--- config.mk ---
export PLATFORM = sky130hd
export DESIGN_NAME = mem_requester
export DESIGN_NICKNAME = d
export VERILOG_FILES = /design/src/rtl/mem_requester.sv
export SDC_FILE = /design/constraint.sdc
export NUM_CORES = 1
export LEC_CHECK = 0
export ABC_AREA = 1
export ABC_CLOCK_PERIOD_IN_PS = 1500
export BUFFER_PORTS_ARGS = -buffer_cell sky130_fd_sc_hd__buf_4
export CORE_MARGIN = 4
export CORE_UTILIZATION = 46
export CTS_BUF_LIST = sky130_fd_sc_hd__clkbuf_16
export DETAILED_ROUTE_END_ITERATION = 8
export GPL_TIMING_DRIVEN = 0
export PLACE_DENSITY_LB_ADDON = 0.15
export SLEW_MARGIN = 25
export SYNTH_ARGS = -nofsm -noshare
export SYNTH_HDL_FRONTEND = slang
export SYNTH_SLANG_ARGS = --single-unit
--- constraint.sdc ---
create_clock -name clk -period 1.5 [get_ports clk]
set_input_delay 0.075 -clock clk [delete_from_list [all_inputs] [get_ports clk]]
set_output_delay 0.075 -clock clk [all_outputs]
set_load 0.05 [all_outputs]
--- src/rtl/mem_requester.sv ---
// Single-outstanding bus initiator between the stack core and the 16-bit word memory.
// Optional MEM_TIMEOUT_EN adds a WAIT-state watchdog that returns an error response.
module mem_requester #(
    parameter int ADDR_W       = 16,
    parameter int DATA_W       = 16,
    parameter int GUARD_CYCLES = 2
`ifdef MEM_TIMEOUT_EN
   ,parameter int TIMEOUT_CYCLES = 64
`endif
) (
    input  logic              clk,
    input  logic              rst_n,
    input  logic              req_valid,
    output logic              req_ready,
    input  logic              req_we,
    input  logic [ADDR_W-1:0] req_addr,
    input  logic [DATA_W-1:0] req_wdata,
    output logic              rsp_valid,
    output logic [DATA_W-1:0] rsp_rdata,
    output logic              rsp_err,
    output logic              busy,
    output logic              mem_w,
    output logic [ADDR_W-1:0] mem_addr,
    output logic [DATA_W-1:0] mem_wdata,
    input  logic [DATA_W-1:0] mem_rdata,
    input  logic              mem_ready
);

    localparam int GW = $clog2(GUARD_CYCLES + 1);
    localparam logic [GW-1:0] GUARD_INIT = GW'(GUARD_CYCLES - 1);

    typedef enum logic [1:0] {S_IDLE, S_GUARD, S_WAIT} state_t;

    state_t            r_state;
    state_t            w_next;
    logic              w_accept;
    logic              w_rsp;
    logic              w_timeout;
    logic [GW-1:0]     r_guard_cnt;
    logic              r_req_ready;
    logic              r_rsp_valid;
    logic              r_rsp_err;
    logic [DATA_W-1:0] r_rsp_rdata;
    logic              r_mem_w;
    logic [ADDR_W-1:0] r_mem_addr;
    logic [DATA_W-1:0] r_mem_wdata;

`ifdef MEM_TIMEOUT_EN
    localparam int TW = $clog2(TIMEOUT_CYCLES + 1);
    localparam logic [TW-1:0] TO_LAST = TW'(TIMEOUT_CYCLES - 1);
    logic [TW-1:0] r_to_cnt;
`endif

    always_comb begin
        w_next    = r_state;
        w_accept  = 1'b0;
        w_rsp     = 1'b0;
        w_timeout = 1'b0;
        case (r_state)
            S_IDLE: begin
                if (req_valid && r_req_ready) begin
                    w_accept = 1'b1;
                    w_next   = S_GUARD;
                end
            end
            S_GUARD: begin
                // memory ready is registered, so it may still reflect the previous access here
                if (r_guard_cnt == '0) w_next = S_WAIT;
            end
            S_WAIT: begin
                if (mem_ready) begin
                    w_rsp  = 1'b1;
                    w_next = S_IDLE;
                end
`ifdef MEM_TIMEOUT_EN
                else if (r_to_cnt == TO_LAST) begin
                    w_timeout = 1'b1;
                    w_next    = S_IDLE;
                end
`endif
            end
            default: w_next = S_IDLE;
        endcase
    end

    always_ff @(posedge clk or negedge rst_n) begin
        if (!rst_n) begin
            r_state     <= S_IDLE;
            r_guard_cnt <= '0;
            r_req_ready <= 1'b0;
            r_rsp_valid <= 1'b0;
            r_rsp_err   <= 1'b0;
            r_rsp_rdata <= '0;
            r_mem_w     <= 1'b0;
            r_mem_addr  <= '0;
            r_mem_wdata <= '0;
        end else begin
            r_state     <= w_next;
            r_req_ready <= (w_next == S_IDLE);
            r_rsp_valid <= w_rsp | w_timeout;
            // write strobe lasts exactly the cycle after accept
            r_mem_w     <= w_accept & req_we;
            if (w_accept) begin
                r_mem_addr  <= req_addr;
                r_mem_wdata <= req_wdata;
                r_guard_cnt <= GUARD_INIT;
            end else if (r_state == S_GUARD && r_guard_cnt != '0) begin
                r_guard_cnt <= r_guard_cnt - 1'b1;
            end
            if (w_rsp) r_rsp_rdata <= mem_rdata;
            if (w_rsp | w_timeout) r_rsp_err <= w_timeout;
        end
    end

`ifdef MEM_TIMEOUT_EN
    always_ff @(posedge clk or negedge rst_n) begin
        if (!rst_n) begin
            r_to_cnt <= '0;
        end else if (r_state == S_GUARD) begin
            r_to_cnt <= '0;
        end else if (r_state == S_WAIT && !mem_ready && r_to_cnt != TO_LAST) begin
            r_to_cnt <= r_to_cnt + 1'b1;
        end
    end
`endif

    assign req_ready = r_req_ready;
    assign rsp_valid = r_rsp_valid;
    assign rsp_rdata = r_rsp_rdata;
    assign rsp_err   = r_rsp_err;
    assign busy      = (r_state != S_IDLE);
    assign mem_w     = r_mem_w;
    assign mem_addr  = r_mem_addr;
    assign mem_wdata = r_mem_wdata;

endmodule

======== After elaboration in Yosys (flattened, before gate mapping) ========
Index checks and enable logic that the tools add are counted.
word-level totals
  register bits ........................... 55
  bits in latches ......................... 0
  RAM bits ................................ 0
  bits in read-only memories .............. 0
  bits of input ports ..................... 53
  output and inout bits ................... 53
  memories ................................ 0
cells by class
  add/sub/neg operators ................... 1
  multipliers ............................. 0
  divide/modulo/power cells ............... 0
  order comparisons ....................... 0
  eq/ne operators ......................... 2
  shifts and indexed selects .............. 0
  muxes and demuxes ....................... 10
  bitwise gates (word level) .............. 1
  reduce and logical (&&, ||, !) cells .... 8
operators with widths
  cell                 number
  $mux 2               5
  $logic_not 2->1      3
  $pmux 2 s3           1
  $reduce_bool 2->1    3
  $mux 1               4
  $eq 2x1->1 const B   1
  $eq 2x2->1 const B   1
  $logic_and 1x1->1    2
  $sub 2x1->2 const B  1
  $and 1x1->1          1

======== Depth between registers and ports, before layout ========
Gate-level depths: netlist of the first run.
  word-level depth ........................ 4
  gate-level depth with buffers ........... 6
  depth with buffers taken out ............ 6

======== Least setup slack after synthesis of the first run ========
No wires, ideal clock.
  path type ............................... reg2reg
  from .................................... register r_req_ready, in the netlist req_ready
  to ...................................... register r_mem_addr[0], in the netlist mem_addr[0]
  arrival time ............................ 1.267 ns
  setup slack ............................. 0.167 ns
  cell stages (with the launch flop) ...... 6
  period minus slack after synthesis ...... 1.333 ns
  cells stage by stage .................... dfrtp_1 nand2_1 clkinv_1 clkbuf_1 nand3_1 nand2_1
on the way
  longest elaborated chain between the ends .. 3
ends and longest elaborated chain
  item                      RTL line  text
  start: declaration        40        logic r_req_ready;
  start signal: assignment  99        r_req_ready <= (w_next == S_IDLE);
  $logic_and 1x1->1         61        if (req_valid && r_req_ready) begin
  $mux 1                    61
  $mux 1                    59        case (r_state)
  end signal: assignment    104       r_mem_addr <= req_addr;
  end: declaration          45        logic [ADDR_W-1:0] r_mem_addr;
No other way between the ends.
A chain may end at the register's enable or synchronous reset.

======== Final worst setup path of the first run ========
  from .................................... register r_state[1]
  to ...................................... output busy
on the way
  longest elaborated chain between the ends .. 1
ends and longest elaborated chain
  item                      RTL line  text
  start: declaration        34        state_t r_state;
  start signal: assignment  98        r_state <= w_next;
  $reduce_bool 2->1         131       assign busy = (r_state != S_IDLE);
  end: declaration          21        output logic busy,
No other way between the ends.

==> results of run 1 <==
## how the worst min path moves through the flow
stage                  from           end  slack [ns]  cells after the start
3_3_place_gp          rst_n  rsp_rdata[2]        0.16                      1
5_1_grt        mem_rdata[5]  rsp_rdata[5]       0.009                      3
2_1_floorplan         rst_n   mem_addr[0]       -0.22                      0
4_1_cts        mem_rdata[5]  rsp_rdata[5]       0.002                      3
3_5_place_dp          rst_n  rsp_rdata[2]        0.17                      1
6_report       mem_rdata[5]  rsp_rdata[5]       0.009                      3
## synthesized netlist by cell type, drive strengths merged
| cell | instances | area [sq um] |
|---|---|---|
| nand4 | 2 | 12.5 |
| nand3 | 37 | 198 |
| nand3b | 1 | 7.51 |
| dfrtp | 55 | 1380 |
| nor2 | 3 | 21.3 |
| inv | 9 | 36.3 |
| buf | 10 | 87.6 |
| ha | 1 | 12.5 |
| clkinv | 1 | 3.75 |
| clkbuf | 2 | 7.51 |
| nand2 | 118 | 470 |
| conb | 1 | 3.75 |
## flip-flops by register name (all words and copies together), names as in the netlist
name,cells
mem_w,1
rsp_valid,1
rsp_rdata,16
r_guard_cnt,2
req_ready,1
mem_addr,16
mem_wdata,16
r_state,2
## per-layer routing
layer / vias to the layer above / wire (microns)
li1: 1001 / -
met1: 908 / 2410
met2: 70 / 2740
met3: 4 / 439
met5: - / 0
met4: 0 / 54
## kinds of logic (layout without fill, tap and decap cells)
group         Yosys count  count (layout)  synth area share [%]
fa+ha+maj               1               1                 0.559
buf+inv                22             151                  6.04
flops                  55              55                  61.5
other cells             1               1                 0.168
simple gates          161             161                  31.7
## area by class of cell
cell class | count | share of cell area, %
buffer | 12 | 2.79
clock inverter | 3 | 0.367
multi-input combinational | 163 | 21.3
timing repair buffer | 121 | 27.8
tap | 67 | 2.46
inverter | 10 | 1.18
clock buffer | 5 | 3.67
sequential | 55 | 40.4
## power groups by stage
stage               Clock [mW]  Combinational, mW  Sequential [mW]
floorplan                    0               1.40             4.69
global placement             0               5.00             2.57
detailed placement           0               5.10             2.58
CTS                       1.12               5.18             2.57
global route              1.18               5.45             2.66
finish                    1.08               5.13             2.58
## stage by stage
| step | util [%] | area, sq um | hold slack (ns) |
|---|---|---|---|
| finish | 72.1 | 3410 | 0.00900 |
| global placement | 65.7 | 3100 | 0.158 |
| CTS | 72.1 | 3410 | 0.00194 |
| detailed placement | 65.7 | 3100 | 0.168 |
| floorplan | - | 2240 | -0.221 |
| global route | 72.1 | 3410 | 0.00950 |
## critical path, delay by kind of cell, from the launching register on
family,cells,cell delay (ns)
flops,1,0.46
buf+inv,3,0.41
simple gates,1,0.16
## what timing repair did
| item | 4_1_cts | 5_1_grt |
|---|---|---|
| buffers inserted | 1 | 0 |
| hold buffers | 16 | 0 |
| hold endpoints to repair | 70 | 0 |
| endpoints found under the setup margin | 1 | 0 |
==> reports/metrics.cfg, run 1 <==
[status]
status = finished, final reports clean

[yosys]
syn_inst = 240
ys_types = 21
yosysSeqAreaShare_pct = 61.5
ys_ff_latch = 55
synth_area_sq_um = 2240
syn-num-nets = 294
synthesis.yosys.warnings = 0
syn_avg_cell_area_sq_um = 9.32

[floorplanning]
rows = 25
start_util_pct = 47.4
fp.dieH_microns = 77.7
dieArea_sq_um = 6040
core-area_sq_um = 4720
io_pins = 106
die_w_microns = 77.7

[critical_path]
crit_slowest_cell = dfrtp_1
startpoint = r_state[1]
worst-setup-path-type = flop to output pin
cp_data_required_time_ns = 1.42
startpoint_type = flop
r2r_slack_ns = 0.23
crit_top_cell = buf_4
worstReg2RegStart = r_state[1]
r2r_cells = 6
critPathMaxFanout = 10
crit_end = busy
crit_chain = nor2_4, buf_4, inv_1, buf_4
crit_arrival_ns = 1.31
crit_path_max_incr_delay_ns = 0.46
end_kind = output pin
r2r-end = mem_wdata[1]

[sta]
setup_slack_ns = 0.110
hold_violations = 0
tightest_slew_ns = 0.682
final-max-slew-violation-count = 0
timing.setup.tns_ns = 0
fin_skew_ns = 0.00439
fmax_mhz = 720
final-setup-viol-count = 0
rsz0062_at_grt = false
relSlewSlack_pct = 54.5
finalCritPeriodShare_pct = 92.6
post-route-min-period_ns = 1.39

[flow_run]
max_cap_violations = 0

[global_route]
met2_usage_pct = 32.6
grt_overflow = 0
grt-busiest-layer = met2
antenna_found_initial = 0
grt_pass1_wl_mm = 9.32
grt_start_max_net_pins = 56
met1_usage_pct = 24.5
track_usage_pct = 19.3
use_met3_pct = 5.34
grt_pass1_vias = 1991

[drt]
firstDrtPassIters = 4
drc = 0
final_antenna_net_count = 0
viasPerCell = 4.55
vias = 1983
drt_iter0_drc = 87
wl_per_cell_microns = 13.0
wirelength_mm = 5.65

[place]
dpl_worst_slack_ns = 0.265
dp.cells = 411
portBuffers = 104
dp.final_hpwl_mm = 3.84
gp_congestion = 0.747

[clock_tree]
clockBufferDepth = 2
cts_buffers = 5
cts_resized = 0
clkTransAtPathRegs_ns = 0.06
htreeDepth = 2
cts.sinks = 55
worstSkewPairLatency_ns = 0.29
cts_tree = yes
cts_root_buf = clkbuf_16

[power_and_ir_drop]
pwr-share-clk_pct = 12.3
internal-power_mw = 4.31
peakVddDrop_uv = 1790
combPwrFrac_pct = 58.4
p_leak_nw = 1.92
p_sw_share_pct = 51.0
sequentialPowerShare_pct = 29.3
power_density_nw_per_um2 = 2580
fin_total_pwr_mw = 8.79
netSwitchingPower_mw = 4.48

[final_layout]
mostFrequentLayoutCells = 110 x buf_4, 109 x nand2_1, 55 x dfrtp_1
area_growth_pct = 52.3
drive_above_1_share_pct = 36.6
antennaDiodeCount = 0
final_common_cell = buf_4
multiInputGateArea_sq_um = 726
fin_cells = 436
regArea_sq_um = 1380
fin_nets = 422
fillCellCount = 398

[hold_path]
hold_class = input pin to flop

No activity file was read; power rests on OpenSTA's default activity.
==> run 2, diff against run 1 <==
--- a/config.mk
+++ b/config.mk
@@ -6,7 +6,7 @@
 export NUM_CORES = 1
 export LEC_CHECK = 0
 export ABC_AREA = 1
-export ABC_CLOCK_PERIOD_IN_PS = 1500
+export ABC_CLOCK_PERIOD_IN_PS = 1300
 export BUFFER_PORTS_ARGS = -buffer_cell sky130_fd_sc_hd__buf_4
 export CORE_MARGIN = 4
 export CORE_UTILIZATION = 46
==> constraint.sdc (replaced) <==
create_clock -name clk -period 1.3 [get_ports clk]
set_input_delay 0.065 -clock clk [delete_from_list [all_inputs] [get_ports clk]]
set_output_delay 0.065 -clock clk [all_outputs]
set_load 0.05 [all_outputs]
==> run 2 against run 1 <==
  * Register-to-register slack got worse by 0.15 ns
  * Non-clock buffer count rose by 10
  * Worst hold slack got worse by 0.0016 ns
  * Global-route usage fell by 0.54 points
  * First-iteration DRC count fell by 11%
  * Sequential share of layout area fell by 1.3 points
  * Die area did not move
  * Setup slack got worse by 0.040 ns
  * Critical path depth did not move
  * Clock skew fell by 0.0010 ns
  * Critical path type unchanged
  * Largest cell class unchanged
==> reports/metrics.cfg, run 2 (synthesis results as in run 1) <==
[status]
status = finished, final reports clean  ; unchanged

[drt]
final_antenna_net_count = 0  ; unchanged
vias = 2043  ; was 1983
drc = 0  ; unchanged
drt_iter0_drc = 77  ; was 87
wl_per_cell_microns = 12.7  ; was 13.0 microns
wirelength_mm = 5.68  ; was 5.65 mm
firstDrtPassIters = 4  ; unchanged
viasPerCell = 4.58  ; was 4.55

[place]
dp.cells = 411  ; unchanged
dp.final_hpwl_mm = 3.76  ; was 3.84 mm
placed_area_sq_um = 3100  ; about the same
portBuffers = 104  ; unchanged
gp_congestion = 0.772  ; was 0.747

[global_route]
grt_start_max_net_pins = 56  ; unchanged
grt_overflow = 0  ; unchanged
track_usage_pct = 18.8  ; was 19.3%
antenna_found_initial = 0  ; unchanged
grt_pass1_wl_mm = 9.00  ; was 9.32 mm
grt_pass1_vias = 1928  ; was 1991

[final_layout]
drive_above_1_share_pct = 39.3  ; was 36.6%
antennaDiodeCount = 0  ; unchanged
area_growth_pct = 57.9  ; was 52.3%
fillCellCount = 348  ; was 398
fin_area_sq_um = 3530  ; was 3410 sq um
mostFrequentLayoutCells = 116 x buf_4, 109 x nand2_1, 52 x dfrtp_1  ; was 110 x buf_4, 109 x nand2_1, 55 x dfrtp_1
fin_nets = 432  ; was 422
fin_cells = 446  ; was 436
fin_util_pct = 74.8  ; was 72.1%
final_common_cell = buf_4  ; unchanged

[clock_tree]
clockBufferDepth = 2  ; unchanged
cts_root_buf = clkbuf_16  ; unchanged
clkTransAtPathRegs_ns = 0.07  ; was 0.06 ns
htreeDepth = 2  ; unchanged
cts_tree = yes  ; unchanged
cts_buffers = 5  ; unchanged
cts.sinks = 55  ; unchanged
worstSkewPairLatency_ns = 0.29  ; about the same

[critical_path]
startpoint = r_state[1]  ; unchanged
crit_slowest_cell = dfrtp_2  ; was dfrtp_1
cp_data_required_time_ns = 1.24  ; was 1.42 ns
critPathMaxFanout = 5  ; was 10
r2r-end = rsp_rdata[13]  ; was mem_wdata[1]
r2r_slack_ns = 0.08  ; was 0.23 ns
crit_path_max_incr_delay_ns = 0.42  ; was 0.46 ns
worst-setup-path-type = flop to output pin  ; unchanged
r2r_cells = 7  ; was 6
end_kind = output pin  ; unchanged
crit_end = busy  ; unchanged
worstReg2RegStart = r_state[0]  ; was r_state[1]
startpoint_type = flop  ; unchanged
crit_chain = nor2_4, buf_6, inv_1, buf_4  ; was nor2_4, buf_4, inv_1, buf_4
crit_arrival_ns = 1.17  ; was 1.31 ns

[floorplanning]
start_util_pct = 47.4  ; unchanged
core-area_sq_um = 4720  ; unchanged
io_pins = 106  ; unchanged
dieArea_sq_um = 6040  ; unchanged
die_w_microns = 77.7  ; unchanged
fp.dieH_microns = 77.7  ; unchanged
rows = 25  ; unchanged

[flow_run]
max_cap_violations = 0  ; unchanged

[sta]
fmax_mhz = 813
rsz0062_at_grt = false  ; unchanged
final-setup-viol-count = 0  ; unchanged
finalCritPeriodShare_pct = 94.6
timing.setup.tns_ns = 0  ; unchanged
fin_skew_ns = 0.00338  ; was 0.00439 ns
hold_violations = 0  ; unchanged
post-route-min-period_ns = 1.23
tightest_slew_ns = 0.684  ; was 0.682 ns
final-max-slew-violation-count = 0  ; unchanged
relSlewSlack_pct = 54.4  ; was 54.5%

[power_and_ir_drop]
power_density_nw_per_um2 = 2990  ; was 2580 nW/um^2
peakVddDrop_uv = 1950  ; was 1790 uV
p_leak_nw = 1.97  ; was 1.92 nW

[hold_path]
hold_class = input pin to flop  ; unchanged
holdPathStages = 3  ; unchanged

## run 2: changes by cell type in the layout (fill, tap and decap cells not counted), moves of 2 or more
cell,previous run,this run
inv_1,9,7
dfrtp_2,0,3
dlygate4sd3_1,16,19
buf_4,110,116
dfrtp_1,55,52
clkbuf_1,2,0
clkbuf_2,0,2
## run 2: area by class of cell
cell class | instances | area [sq um] | area share [%]
flip-flops and latches | 55 | 1380 | 39.1
clock buffers | 5 | 125 | 3.54
clock inverters | 3 | 38.8 | 1.10
multi-input cells | 163 | 726 | 20.5
well taps | 67 | 83.8 | 2.37
inverters | 10 | 43.8 | 1.24
repair buffers | 131 | 1030 | 29.2
plain buffers | 12 | 105 | 2.97
## run 2: worst max-delay path: cells and delay by family (launching register included)
kind | cells | cell delay (ns)
flip-flops | 1 | 0.42
AND/OR/NAND/NOR | 1 | 0.13
buffers and inverters | 3 | 0.34
## run 2: report_power, final
| part | internal, mW | leakage [nW] | total [mW] | switching, mW |
|---|---|---|---|---|
| clock network | 0.898 | 0.0812 | 1.47 | 0.567 |
| registers | 2.50 | 0.687 | 2.94 | 0.442 |
| logic | 1.95 | 1.20 | 6.16 | 4.21 |
| total | 5.34 | 1.97 | 10.6 | 5.22 |
## run 2: metrics by stage
stage	power [mW]	setup WS [ns]	hold WS (ns)
floorplan	7.03	0.0643	-0.231
global placement	8.75	0.0623	0.157
detailed placement	8.84	0.0378	0.155
CTS	10.5	0.00236	0.00366
global route	11.1	0.00205	0.0118
finish	10.6	0.0698	0.00745
## run 2: what timing repair did
action                                  4_1_cts  5_1_grt
endpoints found under the hold margin        73        0
setup buffers                                 3        5
endpoints found under the setup margin        1       23
gates resized for setup                       3        6
gates cloned                                  0        0
hold buffers                                 19        0
pin swaps                                     1        1
## run 2: how the worst min path moves through the flow
stage,startpoint,to,slack [ns]
after CTS,req_wdata[12],mem_wdata[12],0.004
final,req_wdata[4],mem_wdata[4],0.007
after global placement,rst_n,rsp_rdata[2],0.16
after floorplan,rst_n,mem_addr[0],-0.23
after detailed placement,rst_n,rsp_rdata[2],0.16
after global routing,req_wdata[14],mem_wdata[14],0.01
## run 2: layer usage
| layer | global-route usage [%] | vias up | part of all wire (%) |
|---|---|---|---|
| li1 | - | 1021 | - |
| met1 | 24.6 | 930 | 45 |
| met2 | 30.0 | 85 | 44 |
| met3 | 5.34 | 7 | 9.8 |
| met4 | 6.41 | 0 | 1.3 |
| met5 | 0 | - | 0 |
